<file path="src/rtl/divu_unit.sv">
`default_nettype none
// ============================================================================
//  Module      : divu_unit
//  Description : Multi-cycle unsigned 32-bit divider (restoring algorithm,
//                one quotient bit per clock). Produces {remainder, quotient}
//                for the HiLo registers.
//  Ports       :
//    clk          in   1   single clock, rising edge
//    reset        in   1   synchronous active-high reset
//    dataA        in  32   dividend (unsigned)
//    dataB        in  32   divisor (unsigned)
//    Signal       in   6   ALU control funct code; only DIVU starts a divide
//    dataOut      out 64   [63:32] remainder (Hi), [31:0] quotient (Lo)
//    busy         out  1   high while iterating
//    done         out  1   one-cycle pulse when dataOut holds a new result
//    div_by_zero  out  1   one-cycle pulse with done when divisor was zero
//  Revision    : 1.0  initial release
// ============================================================================
module divu_unit #(
    parameter logic [5:0] DIVU = 6'b011011
) (
    input  logic        clk,
    input  logic        reset,
    input  logic [31:0] dataA,
    input  logic [31:0] dataB,
    input  logic [5:0]  Signal,
    output logic [63:0] dataOut,
    output logic        busy,
    output logic        done,
    output logic        div_by_zero
);

    typedef enum logic [1:0] {
        S_IDLE = 2'd0,
        S_BUSY = 2'd1,
        S_DONE = 2'd2
    } state_t;

    state_t      state_q,   state_d;
    logic [5:0]  cnt_q,     cnt_d;
    logic [31:0] rem_q,     rem_d;      // partial remainder, always < divisor
    logic [31:0] quot_q,    quot_d;     // dividend bits shift out, quotient bits shift in
    logic [31:0] divisor_q, divisor_d;
    logic [63:0] result_q,  result_d;   // only written on completion
    logic        dbz_q,     dbz_d;

    // Shifted remainder needs 33 bits: it can reach 2*divisor-1.
    logic [32:0] w_rem_shift;
    logic [32:0] w_diff;

    assign w_rem_shift = {rem_q, quot_q[31]};
    // A negative trial difference wraps to a value with bit 32 set; a
    // non-negative one is below the divisor and so has bit 32 clear.
    assign w_diff      = w_rem_shift - {1'b0, divisor_q};

    always_comb begin
        state_d   = state_q;
        cnt_d     = cnt_q;
        rem_d     = rem_q;
        quot_d    = quot_q;
        divisor_d = divisor_q;
        result_d  = result_q;
        dbz_d     = dbz_q;

        case (state_q)
            S_IDLE: begin
                if (Signal == DIVU) begin
                    quot_d    = dataA;
                    divisor_d = dataB;
                    rem_d     = 32'd0;
                    cnt_d     = 6'd32;
                    if (dataB == 32'd0) begin
                        state_d  = S_DONE;
                        result_d = {dataA, 32'hFFFF_FFFF};
                        dbz_d    = 1'b1;
                    end else begin
                        state_d  = S_BUSY;
                        dbz_d    = 1'b0;
                    end
                end
            end

            S_BUSY: begin
                cnt_d = cnt_q - 6'd1;
                if (!w_diff[32]) begin
                    rem_d  = w_diff[31:0];
                    quot_d = {quot_q[30:0], 1'b1};
                end else begin
                    rem_d  = w_rem_shift[31:0];
                    quot_d = {quot_q[30:0], 1'b0};
                end
                // Last step: publish the finished result on the same edge.
                if (cnt_q == 6'd1) begin
                    state_d  = S_DONE;
                    result_d = {rem_d, quot_d};
                end
            end

            S_DONE: begin
                state_d = S_IDLE;
            end

            default: begin
                state_d = S_IDLE;
            end
        endcase
    end

    always_ff @(posedge clk) begin
        if (reset) begin
            state_q   <= S_IDLE;
            cnt_q     <= 6'd0;
            rem_q     <= 32'd0;
            quot_q    <= 32'd0;
            divisor_q <= 32'd0;
            result_q  <= 64'd0;
            dbz_q     <= 1'b0;
        end else begin
            state_q   <= state_d;
            cnt_q     <= cnt_d;
            rem_q     <= rem_d;
            quot_q    <= quot_d;
            divisor_q <= divisor_d;
            result_q  <= result_d;
            dbz_q     <= dbz_d;
        end
    end

    assign dataOut     = result_q;
    assign busy        = (state_q == S_BUSY);
    assign done        = (state_q == S_DONE);
    assign div_by_zero = (state_q == S_DONE) && dbz_q;

endmodule
`default_nettype wire

</file>
<file path="config.mk">
export PLATFORM = sky130hd
export DESIGN_NAME = divu_unit
export DESIGN_NICKNAME = d
export VERILOG_FILES = /design/src/rtl/divu_unit.sv
export SDC_FILE = /design/constraint.sdc
export NUM_CORES = 1
export LEC_CHECK = 0
export CORE_AREA = 2 2 151 190
export DETAILED_ROUTE_END_ITERATION = 12
export DIE_AREA = 0 0 153 192
export GPL_TIMING_DRIVEN = 1
export PLACE_DENSITY = 0.66
export SYNTH_ARGS = -nofsm -noshare
export SYNTH_HDL_FRONTEND = slang
export SYNTH_SLANG_ARGS = --single-unit
</file>
<file path="constraint.sdc">
create_clock -name clk -period 2.8 [get_ports clk]
set_input_delay 0.28 -clock clk [delete_from_list [all_inputs] [get_ports clk]]
set_output_delay 0.28 -clock clk [all_outputs]
set_load 0.005 [all_outputs]
</file>
; Word-level counts from Yosys, hierarchy flattened
; Cells that the tools add are included.
[word_totals]
word_cells = 41
register_bits = 169
[classes]
n_mux = 17
eq_ne = 7
reduce_logical = 8
n_addsub = 2
[op_table]
columns = cell, count
row1 = 2-to-1 mux 64 bit, 3
row2 = case mux 32 bit (2 select lines), 2
row3 = case mux 64 bit (2 select lines), 1
row4 = 2-to-1 mux 32 bit, 3
row5 = subtractor 33 x 32 -> 33 bit, 1
row6 = logical NOT 32 bit, 1
row7 = case mux 6 bit (2 select lines), 1
row8 = "== test 6 x 1 -> 1 bit, second input constant", 1
row9 = "== test 6 x 5 -> 1 bit, second input constant", 1
row10 = 2-to-1 mux 2 bit, 3
row11 = 2-to-1 mux 6 bit, 1
row12 = AND reduction 2 bit, 3
row13 = "subtractor 6 x 1 -> 6 bit, second input constant", 1
row14 = "!= test 2 bit, second input constant", 2
row15 = case mux 2 bit (2 select lines), 1
row16 = AND reduction 4 bit, 1
row17 = "== test 2 x 1 -> 1 bit, second input constant", 1
row18 = "== test 2 bit, second input constant", 1
row19 = logical NOT 2 bit, 1
row20 = 2-to-1 mux 1 bit, 2
row21 = "!= test 2 x 1 -> 1 bit, second input constant", 1
row22 = nonzero test 2 bit, 1
row23 = logical AND 1 bit, 1

; Logic depth before layout (Yosys ltp)
; Gate-level depths: netlist (run 1).
[logic_depth]
ltp_word = 4
depth_mapped = 15

; Worst setup path after synthesis (run 1)
; No wires, ideal clock.
[synth_timing]
path_kind = reg2reg
from = register quot_q[31]
to = register result_q[47] (netlist: dataOut[47])
setup_time_ps = 74
stages_incl_launch_ff = 16
period_less_slack_ps = 2632
path_slack_ps = 168
arrival_time_ps = 2558
path_cell_list = dfxtp_1 inv_1 ha_1 inv_1 fa_1 nand3_1 a211oi_1 o21ai_1 o211ai_2 o21ai_2 a21o_1 buf_6 buf_2 mux2i_1 nand3_1 o21ai_0
[synth_between]
elab_chain_len = 4
[synth_rtl]
columns = item, line_no
row1 = start: declaration, 42  ; logic [31:0] quot_q, quot_d;
row2 = start signal: assignment, 122  ; quot_q <= quot_d;
row3 = subtractor 33 x 32 -> 33 bit, 54  ; assign w_diff = w_rem_shift - {1'b0, divisor_q};
row4 = 2-to-1 mux 32 bit, 85  ; if (!w_diff[32]) begin
row5 = 2-to-1 mux 64 bit, 93  ; if (cnt_q == 6'd1) begin
row6 = case mux 64 bit (2 select lines), 65  ; case (state_q)
row7 = end signal: assignment, 124  ; result_q <= result_d;
row8 = end: declaration, 44  ; logic [63:0] result_q, result_d;
; No other way between the ends. The select of a mux whose other input is x is not followed.
; A chain may end at the register's enable or synchronous reset.

; Worst setup path in the final report (run 1)
[layout_timing]
from = register divisor_q[3]
to = register result_q[42] (netlist: dataOut[42])
[layout_between]
elab_chain_len = 4
[layout_rtl]
columns = item, line_no
row1 = start: declaration, 43  ; logic [31:0] divisor_q, divisor_d;
row2 = start signal: assignment, 123  ; divisor_q <= divisor_d;
row3 = subtractor 33 x 32 -> 33 bit, 54
row4 = 2-to-1 mux 32 bit, 85
row5 = 2-to-1 mux 64 bit, 93
row6 = case mux 64 bit (2 select lines), 65
; No other way between the ends. The select of a mux whose other input is x is not followed.

==> impl_metrics.py, run 1 <==
metrics = {
    "synth": {
        "synth_edf_count": 0,
        "synth_top_family_by_area": "simple AND/OR/NAND/NOR gates",
        "ys_warn_count": 0,
        "synthAdderAreaFrac_pct": 4.67,
        "async_flop_share_pct": 0,
        "synthXorXnorAreaFrac_pct": 2.75,
        "synth.top_cells.by_count": "216 x nand2_1, 169 x dfxtp_1, 106 x nor2_1",
        "yosys_most_used_dff": "dfxtp_1",
        "syn_area_um2": 9540,
        "yosys_register_bits": 169,
        "yosys.cell_types.count": 74,
        "synth.most_common_cell": "nand2_1",
        "muxShareOfSynthArea_pct": 4.80,
        "yosys.area.top_type": "dfxtp_1",
        "synth_top_area_share_pct": 35.5,
        "synth_simple_gate_area_share_pct": 24.0,
        "synth-compound-area-share_pct": 22.2,
        "synth_area_per_cell_um2": 7.73,
        "synth.net_count": 1341,
        "yosysSeqAreaShare_pct": 35.5,
        "netlist_instances": 1234,
        "synthTopCellsByArea": "dfxtp_1 35%, nand2_1 8.5%, ha_1 4.5%",
    },
    "sta": {
        "setup_viol_count_final": 0,
        "fin_setup_tns_ps": 0,
        "layout_setup_ws_ps": 44.9,
        "min_period_ps": 2760,
        "skew_ps": 9.77,
        "fin_crit_sh_pct": 98.4,
        "maxSlewHeadroom_pct": 30.0,
        "slew_viol_final": 0,
        "fmax_ghz": 0.363,
        "tightest_slew_ps": 1050,
        "finalHoldViolations": 0,
        "rsz0062_at_grt": "yes",
    },
    "critical_path": {
        "slowest_delay_ps": 400,
        "required_ps": 3130,
        "crit_path_start_kind": "register",
        "crit_path_end_kind": "register",
        "reg2reg_to": "dataOut[42]",
        "worstReg2RegStart": "divisor_q[3]",
        "path_cells": "inv_1 -> ha_2 -> nand3_2 -> a211oi_2 -> o21ai_2 -> o211ai_2 -> o21ai_2 -> a21o_1 -> buf_12 -> buf_12 -> or4_1 -> nand3_1 -> o21ai_1",
        "setup.worst_path.class": "reg2reg",
        "rr_worst_depth": 13,
        "critPathArrivalTime_ps": 3090,
        "cp_max_fo": 19,
        "reg2reg_slack_ps": 40,
        "crit_slowest_cell": "or4_1",
    },
    "run": {
        "maxCapViolations": 0,
    },
    "clock_network": {
        "cts_hold_buf": 0,
        "htree_levels": 4,
        "ctsLongestPathBuffers": 2,
        "cts.sinks": 169,
        "clk_pin_slew_worst_paths_ps": 70,
        "cts_buffers": 17,
        "clk_latency_ps": 440,
        "cts_tree": "done",
        "root_buffer": "clkbuf_16",
    },
    "floorplan": {
        "rows": 68,
        "ios": 139,
        "dieArea_um2": 29400,
        "die_h_um": 192,
        "die_w_um": 153,
        "start_util_pct": 34.7,
        "core_area_um2": 27500,
    },
    "route": {
        "drc": 0,
        "wl_um": 29400,
        "vias_per_cell": 5.36,
        "vias": 9577,
        "first_pass_iters": 5,
        "wire_per_inst_um": 16.4,
        "ant_nets": 0,
        "drt-initial-drc-count": 644,
    },
    "power": {
        "irDropWorstVdd_v": 0.000352,
        "leakagePower_nw": 4.99,
        "p_per_area_nw_per_um2": 444,
    },
    "global_routing": {
        "grt_max_degree": 69,
        "grt_util_all_layers_pct": 19.4,
        "grt_pass1_vias": 9059,
        "grt_pass1_wl_um": 46700,
        "antenna_found_initial": 0,
        "grt-ovfl-total": 0,
    },
    "cells_and_area": {
        "drive_gt1_share_pct": 17.4,
        "nFillCells": 2699,
        "insertedDiodeCount": 0,
        "syn_to_final_growth_pct": 36.6,
        "stdcell_area_um2": 13000,
        "nNetsFinal": 1533,
    },
    "place": {
        "gp_congestion": 0.926,
        "postPlaceCellArea_um2": 12000,
        "dpl.hpwl_um": 21800,
        "port_buffers": 138,
        "pre_cts_slack_ps": -164,
    },
    "hold_path": {
        "min_from": "reset",
        "min_path_type": "in2reg",
        "min_to": "cnt_q[0]",
        "hold_depth": 2,
    },
    "outcome": {
        "outcome": "complete, no violations",
    },
}
==> per-stage QoR <==
step	cells	total power, mW	utilization (%)	hold slack [ps]
detailed placement	1746	3.40	43.6	447
global placement	1746	3.39	43.6	439
global route	1788	5.96	47.4	342
CTS	1779	5.73	46.1	329
finish	1788	5.78	47.4	323
floorplan	1234	3.01	-	416
==> layout make-up <==
cell class / instances / area [um^2] / share of cell area, %
Timing Repair Buffer: 268 / 2510 / 19.2
Tap cell: 350 / 438 / 3.36
Clock buffer: 21 / 450 / 3.46
Multi-Input combinational cell: 922 / 5940 / 45.6
Inverter: 48 / 180 / 1.38
Clock inverter: 10 / 123 / 0.941
Sequential cell: 169 / 3390 / 26.0
==> sequential cells by signal, summed over array words and instances (netlist names) <==
signal	count
dataOut	64
divisor_q	32
quot_q	32
rem_q	32
cnt_q	6
state_q	2
dbz_q	1
==> repair_timing <==
| action | CTS | global route |
|---|---|---|
| endpoints found under the setup margin | 53 | 59 |
| gates cloned | 0 | 1 |
| buffers inserted | 3 | 9 |
| gates resized for setup | 19 | 68 |
| pin swaps | 8 | 19 |
==> worst max-delay path: cells and delay by family (launching register included) <==
| kind | cells | cell delay (ps) |
|---|---|---|
| simple gates | 3 | 620 |
| compound gates | 6 | 900 |
| buf+inv | 3 | 400 |
| flops | 1 | 350 |
| fa+ha+maj | 1 | 390 |
==> cells by family after synthesis <==
group	Yosys count
adder cells (fa/ha/maj)	35
flip-flops	169
AO/OA/AOI/OAI	312
buffers and inverters	143
multiplexers	45
AND/OR/NAND/NOR	500
XOR/XNOR	30
==> power breakdown <==
part	internal (mW)	leakage, nW	switching [mW]
clock	1.34	0.269	0.996
combinational	0.518	3.35	0.499
sequential	2.42	1.37	0.0111
total	4.27	4.99	1.51
==> per-layer routing <==
metal,routed length [um],vias to the layer above,global-route usage (%)
met5,0,-,0
met4,631,0,6.48
met3,1340,41,3.50
met2,13700,250,32.2
met1,13600,4522,25.5
li1,-,4764,-
==> layout by cell type (no fill, tap or decap), drive strengths merged, types with 5 or more instances in the layout <==
cell type	synthesis	routed
a211oi	40	40
a21o	11	11
a21oi	82	82
a311oi	32	32
a31oi	11	11
and2	6	6
and3	8	8
buf	22	130
clkbuf	73	22
clkdlybuf4s50	0	137
clkinv	2	7
dfxtp	169	169
ha	34	34
inv	46	46
mux2i	42	42
nand2	216	216
nand3	43	43
nand4	9	9
nor2	106	106
nor2b	5	5
nor3	41	41
nor4	14	14
nor4b	7	7
o211ai	10	10
o21a	5	5
o21ai	87	87
o31ai	5	5
or3	33	33
xnor2	17	17
xor2	13	13
==> worst max path at each step <==
stage | start | to | slack [ps] | cells past startpoint
after floorplan | quot_q[31] | dataOut[47] | 170 | 15
after global placement | quot_q[31] | rem_q[14] | -140 | 14
after detailed placement | quot_q[31] | dataOut[46] | -160 | 15
after CTS | quot_q[31] | dataOut[46] | 4 | 15
after global routing | divisor_q[8] | dataOut[42] | -90 | 14
final | divisor_q[3] | dataOut[42] | 40 | 13
Power figures use the tool's default switching activity.
==> run 2: changes to the inputs <==
ABC_AREA = 1   (was not set)
CORE_AREA = 2 2 157 198   (was 2 2 151 190)
DIE_AREA = 0 0 159 200   (was 0 0 153 192)
PLACE_DENSITY = 0.65   (was 0.66)
==> run 2 against run 1 <==
Non-clock buffer count fell by 113. Register-to-register slack improved by 310 ps. Synthesized cell count rose by 28%. Via count rose by 5.8%. Clock skew barely moved. Final area fell by 3.6%. Core utilization fell by 5.3 points. Largest power group is now clock. Combinational power fell by 27%. First-iteration DRC count fell by 11%. Largest cell class unchanged. Routed wire length rose by 4.4%. Global-route usage fell by 0.25 points. Highest routed layer unchanged.
==> impl_metrics.py, run 2 <==
metrics = {
    "sta": {
        "fmax_ghz": 0.409,
        "tightest_slew_ps": 917,
        "maxSlewHeadroom_pct": 38.9,
        "rsz0062_at_grt": "no",
        "slew_viol_final": 0,
        "fin_crit_sh_pct": 87.4,
        "min_period_ps": 2450,
        "fin_setup_tns_ps": 0,
        "layout_setup_ws_ps": 352,
        "finalHoldViolations": 0,
        "setup_viol_count_final": 0,
        "skew_ps": 9.71,
    },
    "critical_path": {
        "crit_path_start_kind": "register",
        "setup.worst_path.class": "reg2reg",
        "path_cells": "inv_1 -> ha_1 -> inv_1 -> fa_1 -> nand2_1 -> nand2_1 -> nand3_2 -> nand2_2 -> nand2_2 -> nand2_4 -> nand2_4 -> nand3_2 -> nand2_8 -> nand3_2 -> nand3_1 -> nand2_1 -> inv_1",
        "crit_slowest_cell": "fa_1",
        "slowest_delay_ps": 400,
        "crit_path_end_kind": "register",
        "critPathArrivalTime_ps": 2830,
        "cp_max_fo": 33,
        "required_ps": 3190,
    },
    "cells_and_area": {
        "final_common_cell": "nand2_1",
        "nNetsFinal": 1791,
        "drive_gt1_share_pct": 9.02,
        "largest_register_ffs": 64,
        "syn_to_final_growth_pct": 21.5,
        "final_cell_mix": "457 x nand2_1, 267 x inv_1, 169 x dfxtp_1, 137 x clkdlybuf4s50_1, 112 x nor2_1",
        "stdcell_count": 2097,
        "insertedDiodeCount": 0,
        "postLayoutCoreUtil_pct": 42.1,
    },
    "synth": {
        "synth_edf_count": 0,
        "yosys_register_bits": 169,
        "synth_simple_gate_area_share_pct": 35.0,
        "yosys_most_used_dff": "dfxtp_1",
        "synth_top_family_by_area": "simple AND/OR/NAND/NOR gates",
        "syn_area_um2": 10300,
        "synth-compound-area-share_pct": 11.7,
        "synthTopCellsByArea": "dfxtp_1 33%, nand2_1 17%, inv_1 9.7%",
        "netlist_instances": 1582,
        "yosysSeqAreaShare_pct": 32.7,
        "synthXorXnorAreaFrac_pct": 1.35,
        "muxShareOfSynthArea_pct": 0,
        "synth_area_per_cell_um2": 6.54,
        "yosys.cell_types.count": 42,
        "synth_top_area_share_pct": 32.7,
        "ys_warn_count": 0,
        "synth.top_cells.by_count": "457 x nand2_1, 267 x inv_1, 169 x dfxtp_1",
        "synthAdderAreaFrac_pct": 4.31,
        "yosys.area.top_type": "dfxtp_1",
        "synth.most_common_cell": "nand2_1",
        "async_flop_share_pct": 0,
        "synth.net_count": 1689,
    },
    "power": {
        "p_per_area_nw_per_um2": 452,
        "leakagePower_nw": 5.95,
        "irDropWorstVdd_v": 0.000359,
    },
    "hold_path": {
        "min_path_type": "in2reg",
    },
    "clock_network": {
        "cts_tree": "done",
        "clk_latency_ps": 440,
        "cts.sinks": 169,
        "cts_hold_buf": 0,
        "root_buffer": "clkbuf_16",
        "post_cts_buffers": 0,
        "htree_levels": 4,
        "ctsLongestPathBuffers": 2,
        "clk_pin_slew_worst_paths_ps": 60,
        "cts-resized-gates": 0,
        "cts_buffers": 17,
    },
    "run": {
        "maxCapViolations": 0,
    },
    "place": {
        "pre_cts_slack_ps": 270,
        "dpl.hpwl_um": 23100,
        "place_inst": 2066,
        "gp_congestion": 0.947,
        "port_buffers": 138,
    },
    "floorplan": {
        "die_h_um": 200,
        "start_util_pct": 34.7,
        "core_area_um2": 29800,
        "die_w_um": 159,
        "dieArea_um2": 31800,
        "rows": 71,
        "ios": 139,
    },
    "global_routing": {
        "grt-ovfl-total": 0,
        "grt_max_degree": 96,
        "grt_util_all_layers_pct": 19.2,
        "grt_pass1_wl_um": 48600,
        "grt_pass1_vias": 9622,
        "antenna_found_initial": 0,
    },
    "route": {
        "first_pass_iters": 5,
        "drc": 0,
        "wire_per_inst_um": 14.6,
        "ant_nets": 0,
        "vias": 10100,
        "vias_per_cell": 4.83,
        "wl_um": 30700,
        "drt-initial-drc-count": 573,
    },
    "outcome": {
        "outcome": "complete, no violations",
    },
}
run 2: power breakdown:
part | switching [mW] | internal [mW]
logic | 0.492 | 0.251
clock network | 1.00 | 1.50
registers | 0.0158 | 2.42
total | 1.51 | 4.17
run 2: final timing paths:
kind,startpoint,to,slack [ps],depth (start not counted)
worst max register to register,quot_q[31],rem_q[15],350,17
worst min-delay path,reset,rem_q[1],400,5
worst min register to register,dataOut[12],dataOut[12],460,2
worst max-delay path,quot_q[31],rem_q[15],350,17
run 2: logic make-up after synthesis:
kind of cell               Yosys count
adders and majority gates           35
buffers and inverters              361
xor gates and xnor gates            16
and+or+nand+nor                    782
DFF                                169
AOI/OAI and AO/OA                  219
run 2: area by class of cell:
cell class | count | area (um^2)
clock buffer | 22 | 484
clock inverter | 9 | 138
fill | 3220 | 17300
inverter | 289 | 1080
multi-input combinational | 1052 | 5430
sequential | 169 | 3380
tap | 401 | 502
timing repair buffer | 155 | 1540
run 2: worst max-delay path, delay by kind of cell, from the launching register on:
| kind | cells | cell delay, ps |
|---|---|---|
| AND/OR/NAND/NOR | 12 | 1350 |
| buffers and inverters | 3 | 190 |
| adder cells (fa/ha/maj) | 2 | 530 |
| flip-flops | 1 | 330 |
run 2: through the flow:
step	power [mW]	cell area, um^2	hold slack (ps)
6_report	5.68	12600	396
5_1_grt	5.89	12600	407
4_1_cts	5.73	12600	380
3_5_place_dp	3.23	11900	457
3_3_place_gp	3.23	11900	454
2_1_floorplan	3.06	10300	440
run 2: metal layers:
metal,vias up,part of all wire [%],track usage (%)
li1,5165,-,-
met1,4626,44,23.1
met2,269,47,32.9
met3,71,4.7,3.02
met4,0,4.7,10.4
met5,-,0,0
==> run 3: changes to the inputs <==
CTS_CLUSTER_SIZE = 25   (was not set)
TNS_END_PERCENT = 20   (was not set)
==> results of run 3 <==
Same layout as run 2: the final DEF is identical, and so are final timing and power.
